## config.mk

```make
export PLATFORM = sky130hd
export DESIGN_NAME = fifo_mode_s
export DESIGN_NICKNAME = d
export VERILOG_FILES = /design/src/rtl/fifo_pkg.sv /design/src/rtl/fifo_mem_sdp.sv /design/src/rtl/fifo_mode_s.sv
export SDC_FILE = /design/constraint.sdc
export NUM_CORES = 1
export LEC_CHECK = 0
export ABC_AREA = 1
export CORE_MARGIN = 2
export CORE_UTILIZATION = 60
export CTS_BUF_LIST = sky130_fd_sc_hd__clkbuf_4 sky130_fd_sc_hd__clkbuf_8
export CTS_CLUSTER_SIZE = 12
export DETAILED_ROUTE_END_ITERATION = 7
export MAX_ROUTING_LAYER = met4
export PLACE_DENSITY_LB_ADDON = 0.12
export SYNTH_ARGS = -nofsm -noshare
export SYNTH_HDL_FRONTEND = slang
export SYNTH_SLANG_ARGS = --single-unit
export TNS_END_PERCENT = 50
```

## constraint.sdc

```tcl
create_clock -name i_clk -period 3.4 [get_ports i_clk]
set_input_delay 0.85 -clock i_clk [delete_from_list [all_inputs] [get_ports i_clk]]
set_output_delay 0.85 -clock i_clk [all_outputs]
set_load 0.005 [all_outputs]
```

## src/rtl/fifo_pkg.sv

```systemverilog
// Shared definitions for the single-clock FIFO: read-mode encodings and pointer wrap helper.
package fifo_pkg;

  localparam int FIFO_RD_STD  = 0;
  localparam int FIFO_RD_FWFT = 1;

  // Wrap by compare so depths that are not a power of two stay inside the array.
  function automatic int next_ptr(input int ptr, input int depth);
    return (ptr == depth - 1) ? 0 : ptr + 1;
  endfunction

endpackage

```

## src/rtl/fifo_mem_sdp.sv

```systemverilog
// Simple dual-port register array: one synchronous write port, one asynchronous read port.
module fifo_mem_sdp #(
  parameter int DATA_WIDTH = 32,
  parameter int DEPTH      = 8,
  parameter int AW         = 3
) (
  input  logic                  clk,
  input  logic                  wr_en,
  input  logic [AW-1:0]         wr_addr,
  input  logic [DATA_WIDTH-1:0] wr_data,
  input  logic [AW-1:0]         rd_addr,
  output logic [DATA_WIDTH-1:0] rd_data
);

  logic [DATA_WIDTH-1:0] mem [DEPTH];

  always_ff @(posedge clk) begin
    if (wr_en) begin
      mem[wr_addr] <= wr_data;
    end
  end

  assign rd_data = mem[rd_addr];

endmodule

```

## src/rtl/fifo_mode_s.sv

```systemverilog
// Single-clock FIFO with standard or first-word-fall-through read, occupancy count and programmable flags.
// Define FIFO_MODE_S_ERR_EN to add sticky overflow/underflow error outputs.
module fifo_mode_s
  import fifo_pkg::*;
#(
  parameter int DATA_WIDTH = 32,
  parameter int FIFO_DEPTH = 8,
  parameter int FWFT_MODE  = FIFO_RD_STD,
  parameter int AF_LEVEL   = FIFO_DEPTH - 2,
  parameter int AE_LEVEL   = 2,
  parameter int CNT_WIDTH  = $clog2(FIFO_DEPTH + 1)
) (
  input  logic                  i_clk,
  input  logic                  i_rst,
  input  logic                  i_wr_en,
  input  logic [DATA_WIDTH-1:0] i_wr_data,
  output logic                  o_wr_full,
  output logic                  o_wr_afull,
  input  logic                  i_rd_en,
  output logic [DATA_WIDTH-1:0] o_rd_data,
  output logic                  o_rd_empty,
  output logic                  o_rd_aempty,
  output logic [CNT_WIDTH-1:0]  o_count
`ifdef FIFO_MODE_S_ERR_EN
  ,
  output logic                  o_err_ovf,
  output logic                  o_err_udf
`endif
);

  localparam int AW = $clog2(FIFO_DEPTH);

  logic [AW-1:0]         wr_addr;
  logic [AW-1:0]         rd_addr;
  logic [CNT_WIDTH-1:0]  count;
  logic [DATA_WIDTH-1:0] mem_data;
  logic                  full;
  logic                  empty;
  logic                  wr_acc;
  logic                  rd_acc;
  int                    count_int;

  // Flags come straight from the registered count, so they never glitch.
  assign count_int   = int'(count);
  assign full        = (count == CNT_WIDTH'(FIFO_DEPTH));
  assign empty       = (count == '0);
  assign o_wr_full   = full;
  assign o_rd_empty  = empty;
  assign o_wr_afull  = (count_int >= AF_LEVEL);
  assign o_rd_aempty = (count_int <= AE_LEVEL);
  assign o_count     = count;

  assign wr_acc = i_wr_en && !full && !i_rst;
  assign rd_acc = i_rd_en && !empty && !i_rst;

  always_ff @(posedge i_clk) begin
    if (i_rst) begin
      wr_addr <= '0;
      rd_addr <= '0;
      count   <= '0;
    end else begin
      if (wr_acc) begin
        wr_addr <= AW'(next_ptr(int'(wr_addr), FIFO_DEPTH));
      end
      if (rd_acc) begin
        rd_addr <= AW'(next_ptr(int'(rd_addr), FIFO_DEPTH));
      end
      case ({wr_acc, rd_acc})
        2'b10:   count <= count + CNT_WIDTH'(1);
        2'b01:   count <= count - CNT_WIDTH'(1);
        default: count <= count;
      endcase
    end
  end

  fifo_mem_sdp #(
    .DATA_WIDTH(DATA_WIDTH),
    .DEPTH     (FIFO_DEPTH),
    .AW        (AW)
  ) u_mem (
    .clk    (i_clk),
    .wr_en  (wr_acc),
    .wr_addr(wr_addr),
    .wr_data(i_wr_data),
    .rd_addr(rd_addr),
    .rd_data(mem_data)
  );

  generate
    if (FWFT_MODE == FIFO_RD_FWFT) begin : g_fwft
      // Head word is exposed directly; forced to zero while empty so reset shows 0.
      assign o_rd_data = empty ? '0 : mem_data;
    end else begin : g_std
      logic [DATA_WIDTH-1:0] rd_data_q;

      always_ff @(posedge i_clk) begin
        if (i_rst) begin
          rd_data_q <= '0;
        end else if (rd_acc) begin
          rd_data_q <= mem_data;
        end
      end

      assign o_rd_data = rd_data_q;
    end
  endgenerate

`ifdef FIFO_MODE_S_ERR_EN
  always_ff @(posedge i_clk) begin
    if (i_rst) begin
      o_err_ovf <= 1'b0;
      o_err_udf <= 1'b0;
    end else begin
      if (i_wr_en && full) begin
        o_err_ovf <= 1'b1;
      end
      if (i_rd_en && empty) begin
        o_err_udf <= 1'b1;
      end
    end
  end
`endif

endmodule

```

==> results.md <==
- Status: finished clean
- Basic-gate share of the synthesized area counting and, or, nand and nor cells: 18.0%
- Power density over the cells: 595 nW/um^2
- Critical path start-end classification: reg -> out
- Gate count after technology mapping: 1018
- Detailed-route DRC error count: 0
- Main combinational cell family by area after synthesis: simple AND/OR/NAND/NOR gates
- Pin slew with the least headroom to its limit: 0.988 ns
- Netlist cell types: 25
- Post-CTS Setup Bufs: 0
- Final number of max-transition violations: 0
- Max VDD drop: 0.000404 V
- Wire length of the first global-routing pass: 37800 um
- Slack of the worst reg-to-reg path: 1.24 ns
- Met1 demand-to-capacity share in global routing: 31.1%
- Maximum clock insertion buffer count: 3
- Leak: 5.00 nW
- Total of warnings raised by yosys: 0
- Net count reported at finish: 1150
- Global route overflow: 0
- Headroom to the max-slew limit: 34.1%
- Total Neg Setup Slack: 0 ns
- CTS clock-pin slew for the worst setup and hold paths: 0.06 ns
- CTS H-Tree Depth: 2
- Fraction of synthesized area in multiplexers: 0%
- Met2 demand-to-capacity share in global routing: 39.7%
- Clock insertion delay at the later pin of the skew report: 0.55 ns
- Number of maximum-capacitance constraint violations: 0
- Remaining antenna violation count after routing: 0
- Critical path data arrival time: 1.83 ns
- WL per Instance: 16.8 um
- Setup crit start kind: flop
- Vias post-DR: 7651
- Total Die Area: 20800 sq um
- Worst setup skew after layout: 0.0137 ns
- TritonCTS sink count: 298
- Critical path peak fanout: 5
- Syn_area_per_cell: 11.6 sq um
- Cell at the slowest stage of the critical path: sky130_fd_sc_hd__clkdlybuf4s50_1
- Synth Register Bits: 298
- I/O pin count: 76
- Die width: 144 um
- Antenna violations before repair: 0
- Vias in the first global route: 7463
- Maximum clock frequency: 373 MHz
- Fraction of layout cells with a size suffix above 1: 10.2%
- Crit path largest cell delay: 0.49 ns
- Non-Filler Cell Area, Final: 13700 sq um
- Detailed router's first-iteration violation count: 610
- Port Buffer Count: 75
- Tot GR Track Use: 24.3%
- RePlAce Congestion: 0.824
- Core area: 19400 sq um
- Clock period minus worst slack: 2.68 ns
- Routed wire length: 23600 um
- TritonCTS clock tree: yes
- P&R area growth vs syn: 16.3%
- Detailed-route vias per instance: 5.44
- Count of inserted antenna diode cells: 0
- Pin count of the biggest net entering global routing: 92
- DP Wirelength: 12200 um
- Initial core utilization: 60.9%
- Class of the most critical hold timing path: reg -> reg
- Total count of hold-check failures in the final report: 0
- Row count: 51
- Height of the die: 144 um
- Root buffer selected by CTS: sky130_fd_sc_hd__clkbuf_8
- Drt pass-1 iters: 5
- Number of inserted filler cells in the final layout: 1383
- Inserted Clock Buffers: 47
- Placed Area: 12800 sq um
- Most used routing layer: met2
- Count of final setup violators: 0
- Synth Area in XOR/XNOR: 0.0742%
- CTS-repair resized insts: 0
- Post-CTS Hold Buffers: 0
- Setup repair after global routing missed its margin: no
- Critical path capture point type: output pin
- Critical Path RT: 2.55 ns
- Seq/Total Area, Yosys: 72.2%
- Synthesized netlist net count: 1062
- Compound-cell area share of the yosys netlist: 4.75%
- GR Layer Usage met3: 4.64%
- Adder-cell area share of the yosys netlist: 0.911%
- Part of the cycle the worst path needs: 78.9%
- Ordered cell list for the critical path: nor2_1 > nand3_1 > inv_1 > clkdlybuf4s50_1
- Area of the mapped netlist: 11800 sq um
-- worst max-delay path: cells and delay by family (launching register included) --
family	cells	cell delay, ns
flip-flops	1	0.35
buffers and inverters	2	0.58
AND/OR/NAND/NOR	2	0.35
-- worst paths after layout --
| kind | start | to | cells after the start |
|---|---|---|---|
| min reg2reg | o_rd_data[21]$_SDFFE_PP0P_ | o_rd_data[21]$_SDFFE_PP0P_ | 2 |
| min | o_rd_data[21]$_SDFFE_PP0P_ | o_rd_data[21]$_SDFFE_PP0P_ | 2 |
| max | o_count[1]$_SDFFE_PP0P_ | o_wr_full | 4 |
| max reg2reg | o_count[1]$_SDFFE_PP0P_ | u_mem.mem[6][20]$_DFFE_PP_ | 6 |
-- metrics by stage --
step	setup slack (ns)	power (mW)	hold WS, ns	instances	util (%)
after CTS	0.689	8.23	0.451	1407	70.8
final	0.719	8.17	0.448	1407	70.8
after detailed placement	0.491	5.28	0.439	1322	66.0
after floorplan	0.292	4.93	0.446	1018	-
after global routing	0.566	8.54	0.462	1407	70.8
after global placement	0.536	5.25	0.437	1322	66.0
-- where the power goes --
| part | leakage [nW] | internal (mW) | switching [mW] |
|---|---|---|---|
| logic | 1.83 | 0.403 | 0.627 |
| clock network | 0.507 | 1.68 | 1.29 |
| registers | 2.66 | 4.09 | 0.0815 |
| total | 5.00 | 6.17 | 2.00 |
-- area by class of cell --
| cell class | count | area [sq um] | share of cell area [%] |
|---|---|---|---|
| clock inverters | 6 | 23.8 | 0.173 |
| multi-input cells | 645 | 2870 | 20.9 |
| flip-flops and latches | 298 | 8530 | 62.1 |
| inverters | 20 | 75.1 | 0.546 |
| well taps | 265 | 332 | 2.41 |
| repair buffers | 94 | 993 | 7.23 |
| clock buffers | 79 | 912 | 6.64 |
-- metal layers --
layer | part of all wire (%) | vias to the layer above
met2 | 49 | 264
li1 | - | 3680
met5 | 0 | -
met3 | 6.1 | 49
met1 | 42 | 3658
met4 | 2.4 | 0
-- layout by cell type, fill, tap and decap left out --
| cell type | netlist | routed |
|---|---|---|
| sky130_fd_sc_hd__buf_12 | 0 | 8 |
| sky130_fd_sc_hd__nor2_4 | 0 | 8 |
| sky130_fd_sc_hd__nand3_1 | 102 | 102 |
| sky130_fd_sc_hd__clkdlybuf4s50_1 | 0 | 75 |
| sky130_fd_sc_hd__clkinv_2 | 0 | 1 |
| sky130_fd_sc_hd__dfxtp_4 | 0 | 1 |
| sky130_fd_sc_hd__clkinv_1 | 0 | 5 |
| sky130_fd_sc_hd__clkbuf_4 | 0 | 28 |
| sky130_fd_sc_hd__ha_1 | 7 | 7 |
| sky130_fd_sc_hd__dfxtp_2 | 0 | 1 |
| sky130_fd_sc_hd__nand4_1 | 1 | 1 |
| sky130_fd_sc_hd__fa_1 | 1 | 1 |
| sky130_fd_sc_hd__clkbuf_8 | 0 | 51 |
| sky130_fd_sc_hd__or2_2 | 1 | 1 |
| sky130_fd_sc_hd__xnor2_1 | 1 | 1 |
| sky130_fd_sc_hd__or2_1 | 1 | 1 |
| sky130_fd_sc_hd__nor2_1 | 204 | 196 |
| sky130_fd_sc_hd__o21ai_1 | 4 | 4 |
| sky130_fd_sc_hd__nor2_8 | 1 | 1 |
| sky130_fd_sc_hd__inv_1 | 17 | 17 |
| sky130_fd_sc_hd__nand2_4 | 1 | 1 |
| sky130_fd_sc_hd__edfxtp_1 | 256 | 256 |
| sky130_fd_sc_hd__buf_4 | 16 | 11 |
| sky130_fd_sc_hd__dfxtp_1 | 42 | 40 |
| sky130_fd_sc_hd__o21ai_0 | 101 | 101 |
| sky130_fd_sc_hd__nand2_2 | 2 | 2 |
| sky130_fd_sc_hd__a21oi_1 | 7 | 7 |
| sky130_fd_sc_hd__inv_2 | 3 | 3 |
| sky130_fd_sc_hd__nand2_1 | 211 | 211 |
-- kinds of logic after synthesis --
logic type / Yosys count
adders and majority gates: 8
and+or+nand+nor: 524
xor gates and xnor gates: 1
DFF: 298
AOI/OAI and AO/OA: 112
buffers and inverters: 75
-- registers in the layout (all words and copies together), names as in the netlist --
signal / cells
u_mem.mem: 256
o_rd_data: 32
o_count: 4
rd_addr: 3
wr_addr: 3
-- synthesized netlist by cell type, drive strengths merged --
| cell type | count | share of area, % |
|---|---|---|
| clkbuf | 10 | 0.34 |
| xnor2 | 1 | 0.074 |
| nand2 | 214 | 6.9 |
| or2 | 2 | 0.11 |
| nand3 | 102 | 4.3 |
| o21ai | 105 | 4.5 |
| nand4 | 1 | 0.053 |
| fa | 1 | 0.17 |
| inv | 20 | 0.64 |
| a21oi | 7 | 0.30 |
| nor2 | 205 | 6.7 |
| edfxtp | 256 | 65 |
| buf | 45 | 3.0 |
| dfxtp | 42 | 7.1 |
| ha | 7 | 0.74 |
(Power assumes the default switching activity.)
